`src/rtl/branch_predict_unit.sv`:
```
`default_nettype none
// +--------------------------------------------------------------------------+
// | branch_predict_unit                                                      |
// | EX branch resolution plus a PC-indexed saturating-counter predictor.     |
// | Rev 1.0                                                                  |
// +--------------------------------------------------------------------------+
module branch_predict_unit #(
  parameter int PC_W       = 16,
  parameter int IDX_W      = 4,
  parameter int CNT_W      = 2,
  parameter int STAT_W     = 16,
  parameter int PREDICT_EN = 1
) (
  input  logic              clk,
  input  logic              rst_n,
  input  logic [PC_W-1:0]   if_pc,
  output logic              if_pred_taken,
  input  logic              ex_valid,
  input  logic              ex_stall,
  input  logic [PC_W-1:0]   ex_pc,
  input  logic [2:0]        ex_cond,
  input  logic              ex_pred_taken,
  input  logic              zero,
  input  logic              negative,
  output logic              pcsrc,
  output logic              mispredict,
  output logic [1:0]        pc_sel,
  output logic [STAT_W-1:0] branch_count,
  output logic [STAT_W-1:0] mispredict_count
);

  localparam int                c_entries  = 1 << IDX_W;
  localparam logic [CNT_W-1:0]  c_cnt_max  = '1;
  localparam logic [CNT_W-1:0]  c_cnt_init = CNT_W'((1 << (CNT_W - 1)) - 1);
  localparam logic [STAT_W-1:0] c_stat_max = '1;

  logic              w_taken;
  logic              w_mispredict;
  logic              w_update;
  logic              w_table_we;
  logic [IDX_W-1:0]  w_rd_idx;
  logic [IDX_W-1:0]  w_wr_idx;
  logic              w_unused_pc_bits;
  logic [CNT_W-1:0]  r_table [c_entries];
  logic [STAT_W-1:0] r_branch_count;
  logic [STAT_W-1:0] r_mispredict_count;

  always_comb begin
    w_taken = 1'b0;
    case (ex_cond)
      3'd0:    w_taken = zero;
      3'd1:    w_taken = ~zero;
      3'd2:    w_taken = negative;
      3'd3:    w_taken = ~negative;
      3'd4:    w_taken = 1'b1;
      default: w_taken = 1'b0;
    endcase
  end

  assign pcsrc        = ex_valid & w_taken;
  assign w_mispredict = ex_valid & (w_taken != ex_pred_taken);
  assign mispredict   = w_mispredict;

  always_comb begin
    pc_sel = 2'b00;
    if (w_mispredict) begin
      pc_sel = w_taken ? 2'b01 : 2'b10;
    end
  end

  // A stalled branch must not train or count until EX releases it.
  assign w_update   = ex_valid & ~ex_stall;
  assign w_table_we = w_update & (PREDICT_EN != 0);
  assign w_rd_idx   = if_pc[IDX_W:1];
  assign w_wr_idx   = ex_pc[IDX_W:1];

  assign w_unused_pc_bits = ^{if_pc[PC_W-1:IDX_W+1], if_pc[0],
                              ex_pc[PC_W-1:IDX_W+1], ex_pc[0]};

  generate
    for (genvar gi = 0; gi < c_entries; gi++) begin : g_entry
      always_ff @(posedge clk or negedge rst_n) begin
        if (!rst_n) begin
          r_table[gi] <= c_cnt_init;
        end else if (w_table_we && (w_wr_idx == IDX_W'(gi))) begin
          if (w_taken) begin
            if (r_table[gi] != c_cnt_max) r_table[gi] <= r_table[gi] + CNT_W'(1);
          end else begin
            if (r_table[gi] != '0) r_table[gi] <= r_table[gi] - CNT_W'(1);
          end
        end
      end
    end
  endgenerate

  // Read of the registered table: a same-index write this cycle is not bypassed.
  generate
    if (PREDICT_EN != 0) begin : g_dynamic
      assign if_pred_taken = r_table[w_rd_idx][CNT_W-1];
    end else begin : g_static
      assign if_pred_taken = 1'b0;
    end
  endgenerate

  always_ff @(posedge clk or negedge rst_n) begin
    if (!rst_n) begin
      r_branch_count     <= '0;
      r_mispredict_count <= '0;
    end else if (w_update) begin
      if (r_branch_count != c_stat_max) begin
        r_branch_count <= r_branch_count + STAT_W'(1);
      end
      if (w_mispredict && (r_mispredict_count != c_stat_max)) begin
        r_mispredict_count <= r_mispredict_count + STAT_W'(1);
      end
    end
  end

  assign branch_count     = r_branch_count;
  assign mispredict_count = r_mispredict_count;

endmodule
`default_nettype wire

```
`config.mk`:
```
export PLATFORM = sky130hd
export DESIGN_NAME = branch_predict_unit
export DESIGN_NICKNAME = d
export VERILOG_FILES = /design/src/rtl/branch_predict_unit.sv
export SDC_FILE = /design/constraint.sdc
export NUM_CORES = 1
export LEC_CHECK = 0
export CORE_MARGIN = 8
export CORE_UTILIZATION = 30
export CTS_BUF_LIST = sky130_fd_sc_hd__clkbuf_4 sky130_fd_sc_hd__clkbuf_8
export CTS_CLUSTER_DIAMETER = 120
export DETAILED_ROUTE_END_ITERATION = 8
export PLACE_DENSITY = 0.59
export RECOVER_POWER = 100
export SLEW_MARGIN = 25
export SYNTH_ARGS = -nofsm -noshare
export SYNTH_HDL_FRONTEND = slang
export SYNTH_SLANG_ARGS = --single-unit
```
`constraint.sdc`:
```
create_clock -name clk -period 3.2 [get_ports clk]
set_clock_uncertainty 0.1 [all_clocks]
set_input_delay 0.48 -clock clk [delete_from_list [all_inputs] [get_ports clk]]
set_output_delay 0.48 -clock clk [all_outputs]
set_load 0.05 [all_outputs]
```
Word level (Yosys, flattened, before mapping)
Cells that the tools add are included.
- shift operators: 0
- reductions and logical operators: 69
- equality and inequality tests: 54
- add/sub/neg operators: 34
- multiply operators: 0
- bitwise gates (word level): 7
- magnitude comparators: 1
- muxes and demuxes: 54
- divide/modulo/power cells: 0
- operators by type and width (cell ; count):
    2-bit 2-to-1 mux ; 52
    2-bit nonzero test ; 32
    3-bit AND reduction ; 16
    16-bit by 1-bit adder with 16-bit output, second input constant ; 2
    2-bit by 1-bit adder with 2-bit output, second input constant ; 16
    4-bit == test, second input constant ; 8
    16-bit != test, second input constant ; 2
    2-bit by 1-bit != test with 1-bit output, second input constant ; 16
    2-bit != test, second input constant ; 16
    2-bit by 1-bit subtractor with 2-bit output, second input constant ; 16
    1-bit logical AND ; 17
    4-bit by 3-bit == test with 1-bit output, second input constant ; 4
    2-bit binary-select mux with 4-bit select ; 1
    4-bit by 2-bit == test with 1-bit output, second input constant ; 2
    3-bit by 2-bit == test with 1-bit output, second input constant ; 2
    5-bit >= comparator, second input constant ; 1
    4-bit inverter with 5-bit output ; 1
    1-bit case mux with 5 select lines ; 1
    4-bit by 1-bit == test with 1-bit output, second input constant ; 1
    4-bit logical NOT ; 1
    2-bit AND reduction ; 2
    1-bit bitwise AND ; 3
    3-bit by 1-bit == test with 1-bit output, second input constant ; 1
    3-bit == test, second input constant ; 1
    other kinds (3) ; 5
- bits in registers: 64
- output and inout bits: 37
- memories: 0
- bits in read-only memories: 0
- input bits: 42
- bits in writable memories: 0
- word-level logic and storage cells: 237
- latch bits: 0

Longest topological paths before layout
Gate-level depths: netlist of the first run.
- word-level depth: 6
- gate-level depth with buffers: 7
- gate-level depth less buffers: 7

Worst setup path after synthesis of the first run
No wires, ideal clock.
- path kind: input-to-output
- start point: input port ex_cond[1]
- end point: output port mispredict
- setup slack: 151 ps
- stages: 4
- data required time: 2620 ps
- arrival time: 2469 ps
- buffers on the path: 0
- cell sequence: or4b_1 > o31a_2 > and3_4 > nor3b_1
- cells in the longest elaborated chain, start to end: 4
- elaborated cells between the ends (all ways): 8
- those cells by class: eq/ne: 5; mux: 1; bitwise: 1; reduce/logical: 1
- ends and longest elaborated chain (item ; RTL line ; RTL):
    from (decl) ; 21 ; input logic [2:0] ex_cond,
    3-bit == test, or another cell as far along ; 50 ; case (ex_cond)
    1-bit case mux with 5 select lines (*) ; 50 ;
    1-bit != test (*) ; 61 ; assign w_mispredict = ex_valid & (w_taken != ex_pred_taken);
    1-bit bitwise AND (*) ; 61 ;
    to (decl) ; 26 ; output logic mispredict,
Mark *: on every way between the ends. The rest lies on a longest branch, timed or not.

Worst setup path after layout of the first run
- start point: input port ex_cond[0]
- end point: output port mispredict
The elaborated chain is that of the path after synthesis.

==> metrics, run 1 <==
Achievable Freq=0.332 GHz; drc violations=0; Final setup viols=0; Final Worst Setup Slack=0.189 ns; CTS buffer count=9; clock sinks=64; DIE AREA=14,900 sq um; Initial Utilization=0.309; routed vias=2,712; CTS Root Buffer Type=clkbuf_8; clock latency on the worst-skew pair=0.33 ns; cell area after synthesis=3380 sq um; Data arrival, critical path=2.43 ns; Finished Cell Area=4290 sq um; Synth cell types=40; setup TNS=0 ns; ys async rst share=1.00; All-Layer GR Usage=0.115; number of flops mapped to enable cells by yosys=0; Die Wd=122 microns; Syn Inst Count=332; status=finished clean; IO buf count=54; top_reg_cell synth=dfrtp_1; overflow left after global routing=0; fin. max-slew vios=0; Slew HR=0.115; first-pass GRT wire length=13.7 mm; post-layout minimum cycle time=3.01 ns; worst ir drop on vdd=479 uV; post-synthesis xor/xnor area fraction=0.0700; Setup CP Type=in2out; Setup crit end kind=primary output; core area=10,900 sq um; Antenna diodes=0; vias per cell=5.01; RSZ-0062 raised after global routing=false; pre-CTS setup slack=0.0839 ns; CP startpoint kind=input port; post-CTS sizing=0; CTS tree=built; Bufs and invs on worst path=2; Slew @ Worst Pin=1.33 ns; DP Area=4140 sq um; number of global-route vias before repair=2,720; Synth Area in Adders=0.00741; period utilisation layout=0.941; CP max stage delay=0.59 ns; syn_nets=376; post-synthesis register bit count=64; synth-to-layout area growth=27.0%; Reg2Reg Depth=7; Filler cells=1,101; Final ANT Viol Nets=0; Max-Cap Viols=0; largest family of logic cells by synthesized area=simple AND/OR/NAND/NOR gates; Crit path depth=6; DP Wirelength=6.14 mm; Final nets=441; Layout Utilization=0.392; Pre-antenna DRT Iters=4; Mean Syn Cell Area=10.2 sq um; 1st-iter DRT viols=115; Setup Fix Bufs, Post-CTS=0; Clock transition at path regs=0.07 ns; Die Ht=122 microns; worst path required time=2.62 ns; largest net degree at the start of global routing=43; Power Dens Cells=638 nW/um^2; CTS H-tree depth=3; clock buffer depth=2; worst-path cell chain=dlygate4sd3_1 -> or4b_1 -> o31a_2 -> and3_4 -> nor3b_1 -> buf_12; Synth Area in Simple Gates=0.213; Hold Vio Cnt, Final=0; Worst Path Max Fanout=4; initial antenna violation count=0; layout cell share with drive strength beyond 1=0.127; hold-fix buffers at CTS=0; mux contribution to synthesized area=0.0915; slowest CP cell=dlygate4sd3_1; Worst path top cell family by delay=simple AND/OR/NAND/NOR gates; gpl congestion=0.759; post-synthesis compound-gate area fraction=0.126; wire length per cell=15.2 microns; post-synthesis sequential area ratio=0.480; WL final=8.25 mm; Site Rows=38; YS warnings=0; HP Class=in2async; P_leak=1.87 nW; # IOs=79
registers in the layout (all words and copies together) (netlist names):
name / cells
mispredict_count: 16
branch_count: 16
r_table: 32
final cells by class:
type | instances | area, sq um | share of cell area
Timing Repair Buffer | 62 | 592 | 0.138
Sequential cell | 64 | 1620 | 0.378
Clock buffer | 12 | 159 | 0.0370
Tap cell | 140 | 175 | 0.0408
Clock inverter | 3 | 65.1 | 0.0152
Inverter | 1 | 3.75 | 0.000875
Multi-Input combinational cell | 259 | 1680 | 0.390
metrics by stage:
stage	cells	hold WS, ns	power, mW
4_1_cts	541	0.0106	2.82
3_5_place_dp	526	0.374	2.01
2_1_floorplan	332	0.0844	1.69
3_3_place_gp	526	0.369	1.99
6_report	541	0.278	2.74
5_1_grt	541	0.337	2.91
logic make-up (layout without fill, tap and decap cells):
group / Yosys count / in the layout
compound gates: 73 / 73
xor+xnor: 27 / 27
fa+ha+maj: 2 / 2
buf+inv: 9 / 78
flops: 64 / 64
mux: 24 / 24
simple gates: 133 / 133
cell usage after synthesis (3+ instances only):
cell type	number	area share
dfrtp_1	48	0.36
mux2i_1	14	0.041
a21oi_1	24	0.036
xnor2_1	14	0.036
dfstp_2	16	0.12
o21ai_0	26	0.039
a21boi_0	5	0.011
clkbuf_1	7	0.0078
nor3_2	7	0.021
nor2_1	19	0.021
mux2_1	3	0.010
and3_1	12	0.022
nand3_1	18	0.027
mux4_2	5	0.033
nand2_1	34	0.038
o21bai_1	11	0.024
and2_1	4	0.0074
nand4_1	12	0.022
nor3_1	9	0.013
xor2_1	13	0.034
nor2b_1	3	0.0056
nor3b_1	3	0.0067
final timing paths:
check	from	end	slack (ns)
setup / recovery	ex_cond[0]	mispredict	0.19
hold / removal	rst_n	r_table[15]	0.28
setup reg to reg	mispredict_count[0]	mispredict_count[13]	1.16
hold reg to reg	r_table[18]	r_table[18]	0.38
max in group asynchronous	rst_n	r_table[19]	0.92
min in group clk	r_table[18]	r_table[18]	0.38
report_power, final:
group / total (mW) / leakage (nW) / internal (mW) / switching, mW
sequential: 1.19 / 0.805 / 0.999 / 0.192
combinational: 0.762 / 0.946 / 0.281 / 0.481
clock: 0.785 / 0.116 / 0.485 / 0.301
per-layer routing:
| metal | vias to the layer above | wire [microns] | GRT usage |
|---|---|---|---|
| met1 | 1315 | 3880 | 0.143 |
| met5 | - | 0 | 0 |
| met3 | 7 | 515 | 0.0426 |
| met4 | 0 | 90 | 0.0381 |
| li1 | 1340 | - | - |
| met2 | 50 | 3760 | 0.182 |
cell usage in the layout, fill, tap and decap left out, types with 16 or more instances in the layout:
cell / count
nand3_1: 18
dfrtp_1: 48
nor2_1: 20
dlygate4sd3_1: 35
dfstp_2: 16
nand2_1: 34
o21ai_0: 26
a21oi_1: 24
Power figures use the tool's default switching activity.
==> run 2: changes to the inputs <==
CORE_UTILIZATION = 45   (was 30)
PLACE_DENSITY = 0.79   (was 0.59)
clock period = 2.81 ns   (was 3.2 ns; I/O delays follow)
==> run 2 against run 1 <==
Clock power up 17%. Global-route usage rose by 5.1 points. Register-to-register slack worse by 0.38 ns. Largest cell class unchanged. Setup slack got worse by 0.12 ns.
==> metrics, run 2 (synthesis gave the netlist of run 1 again) <==
status=finished clean (unchanged); Hold Path Stages=1; Clock transition at path regs=0.06 ns (was 0.07 ns); Largest Register=r_table (unchanged); Achievable Freq=0.365 GHz; period utilisation layout=0.976; most frequent cells in the layout=dfrtp_1, nand2_1, dlygate4sd3_1, o21ai_0, a21oi_1 (was dfrtp_1, dlygate4sd3_1, nand2_1, o21ai_0, a21oi_1); initial antenna violation count=0 (unchanged); setup TNS=0 ns (unchanged); Power Dens Cells=732 nW/um^2 (was 638 nW/um^2); Slew @ Worst Pin=1.04 ns (was 1.33 ns); worst path required time=2.29 ns (was 2.62 ns); 1st-iter DRT viols=121 (was 115); max FFs per register=32 (unchanged); internal power=2.03 mW (was 1.76 mW); DP Wirelength=5.93 mm (was 6.14 mm); overflow left after global routing=0 (unchanged); clock latency on the worst-skew pair=0.35 ns (was 0.33 ns); Comb pwr share=0.280 (was 0.278); worst ir drop on vdd=874 uV (was 479 uV); Psw=1.14 mW (was 0.973 mW); sequential power share=0.429 (was 0.435); Site Rows=31 (was 38); Antenna diodes=0 (unchanged); pre-CTS setup slack=-0.129 ns (was 0.0839 ns); CP max stage delay=0.48 ns (was 0.59 ns); slowest CP cell=or4b_1 (was dlygate4sd3_1); Pre-antenna DRT Iters=4 (unchanged); DIE AREA=10,500 sq um (was 14,900 sq um); CTS H-tree depth=3 (unchanged); All-Layer GR Usage=0.167 (was 0.115); P_leak=1.92 nW (was 1.87 nW); Worst path top cell family by delay=simple AND/OR/NAND/NOR gates (unchanged); Tot Pwr=3.17 mW (was 2.74 mW); post-layout minimum cycle time=2.74 ns; drc violations=0 (unchanged); clock sinks=64 (unchanged); CTS tree=built (unchanged); Final Worst Setup Slack=0.0672 ns (was 0.189 ns); layout cell share with drive strength beyond 1=0.145 (was 0.127); area of the multi-input gates=1690 sq um (was 1680 sq um); Crit path depth=7 (was 6); Bufs and invs on worst path=3 (was 2); Final setup viols=0 (unchanged); Die Ht=103 microns (was 122 microns); Die Wd=103 microns (was 122 microns); Final nets=452 (was 441); wire length per cell=16.2 microns (was 15.2 microns); gpl congestion=0.800 (was 0.759); Initial Utilization=0.466 (was 0.309); synth-to-layout area growth=28.0% (was 27.0%); hold slack=0.380 ns (was 0.278 ns); Data arrival, critical path=2.22 ns (was 2.43 ns); Reg2Reg Depth=8 (was 7); Inst Count DP=494 (was 526); clock buffer depth=2 (unchanged); CP startpoint=zero (was ex_cond[0]); worst-path cell chain=clkdlybuf4s50_1 -> or4b_1 -> o31a_2 -> and3_4 -> buf_4 -> nor3b_4 -> buf_12 (was dlygate4sd3_1 -> or4b_1 -> o31a_2 -> and3_4 -> nor3b_1 -> buf_12); Slew HR=0.305 (was 0.115); CTS buffer count=9 (unchanged); largest net degree at the start of global routing=43 (unchanged); Net Sw Frac=0.359 (was 0.356); vias per cell=5.58 (was 5.01); # IOs=79 (unchanged); RSZ-0062 raised after global routing=false (unchanged); Finished Cell Area=4330 sq um (was 4290 sq um); routed vias=2,859 (was 2,712); Layout Utilization=0.596 (was 0.392); Worst Path Max Fanout=3 (was 4); number of global-route vias before repair=2,884 (was 2,720); Max-Cap Viols=0 (unchanged); HP Class=reg2reg (was in2async); clock power share=0.291 (was 0.287); DP Area=4160 sq um (was 4140 sq um); core area=7250 sq um (was 10,900 sq um); min-delay src=r_table[20]; Sequential Area=1620 sq um (unchanged); Final ANT Viol Nets=0 (unchanged); FF-to-FF Start=mispredict_count[0] (unchanged); Finished Layout Cells=512 (was 541); WL final=8.30 mm (was 8.25 mm); Setup crit end kind=primary output (unchanged); fin. max-slew vios=0 (unchanged); IO buf count=54 (unchanged); Setup CP Type=in2out (unchanged); Hold Vio Cnt, Final=0 (unchanged); CTS Root Buffer Type=clkbuf_8 (unchanged); first-pass GRT wire length=13.8 mm (was 13.7 mm); CP startpoint kind=input port (unchanged); commonest non-fill, non-tap cell in the layout=dfrtp_1 (unchanged); Filler cells=626 (was 1,101)
## run 2: final timing paths
path	end	slack [ns]
setup / recovery	mispredict	0.07
hold reg to reg	r_table[20]	0.38
min in group asynchronous	r_table[31]	0.63
hold / removal	r_table[20]	0.38
max in group asynchronous	mispredict_count[0]	0.53
setup reg to reg	mispredict_count[13]	0.78
## run 2: layout make-up
type                       count  area share
tap                           99      0.0286
sequential                    64       0.375
inverter                       1    0.000868
timing repair buffer          73       0.152
multi-input combinational    259       0.390
clock buffer                  13      0.0385
clock inverter                 3      0.0150
## run 2: metal layers
layer | part of all wire | GRT usage
met4 | 0.018 | 0.0745
met2 | 0.46 | 0.266
met5 | 0 | 0
met1 | 0.46 | 0.207
met3 | 0.055 | 0.0446
## run 2: power by group through the flow
| stage | sequential (mW) | clock, mW | combinational [mW] |
|---|---|---|---|
| finish | 1.36 | 0.921 | 0.887 |
| global route | 1.39 | 0.971 | 0.953 |
| CTS | 1.36 | 0.930 | 0.938 |
| detailed placement | 1.37 | 0 | 0.933 |
| global placement | 1.36 | 0 | 0.904 |
| floorplan | 1.60 | 0 | 0.332 |
## run 2: what timing repair did
action | CTS | global route
resized for setup | 1 | 3
setup buffers | 0 | 1
hold buffers | 1 | 0
endpoints found under the setup margin | 1 | 1
gates cloned | 0 | 0
pin swaps | 0 | 2
endpoints found under the hold margin | 8 | 0
==> run 3: changes to the inputs <==
GPL_ROUTABILITY_DRIVEN = 0   (was not set)
==> results of run 3 <==
The final DEF is identical to that of run 2; final timing and power are the same.
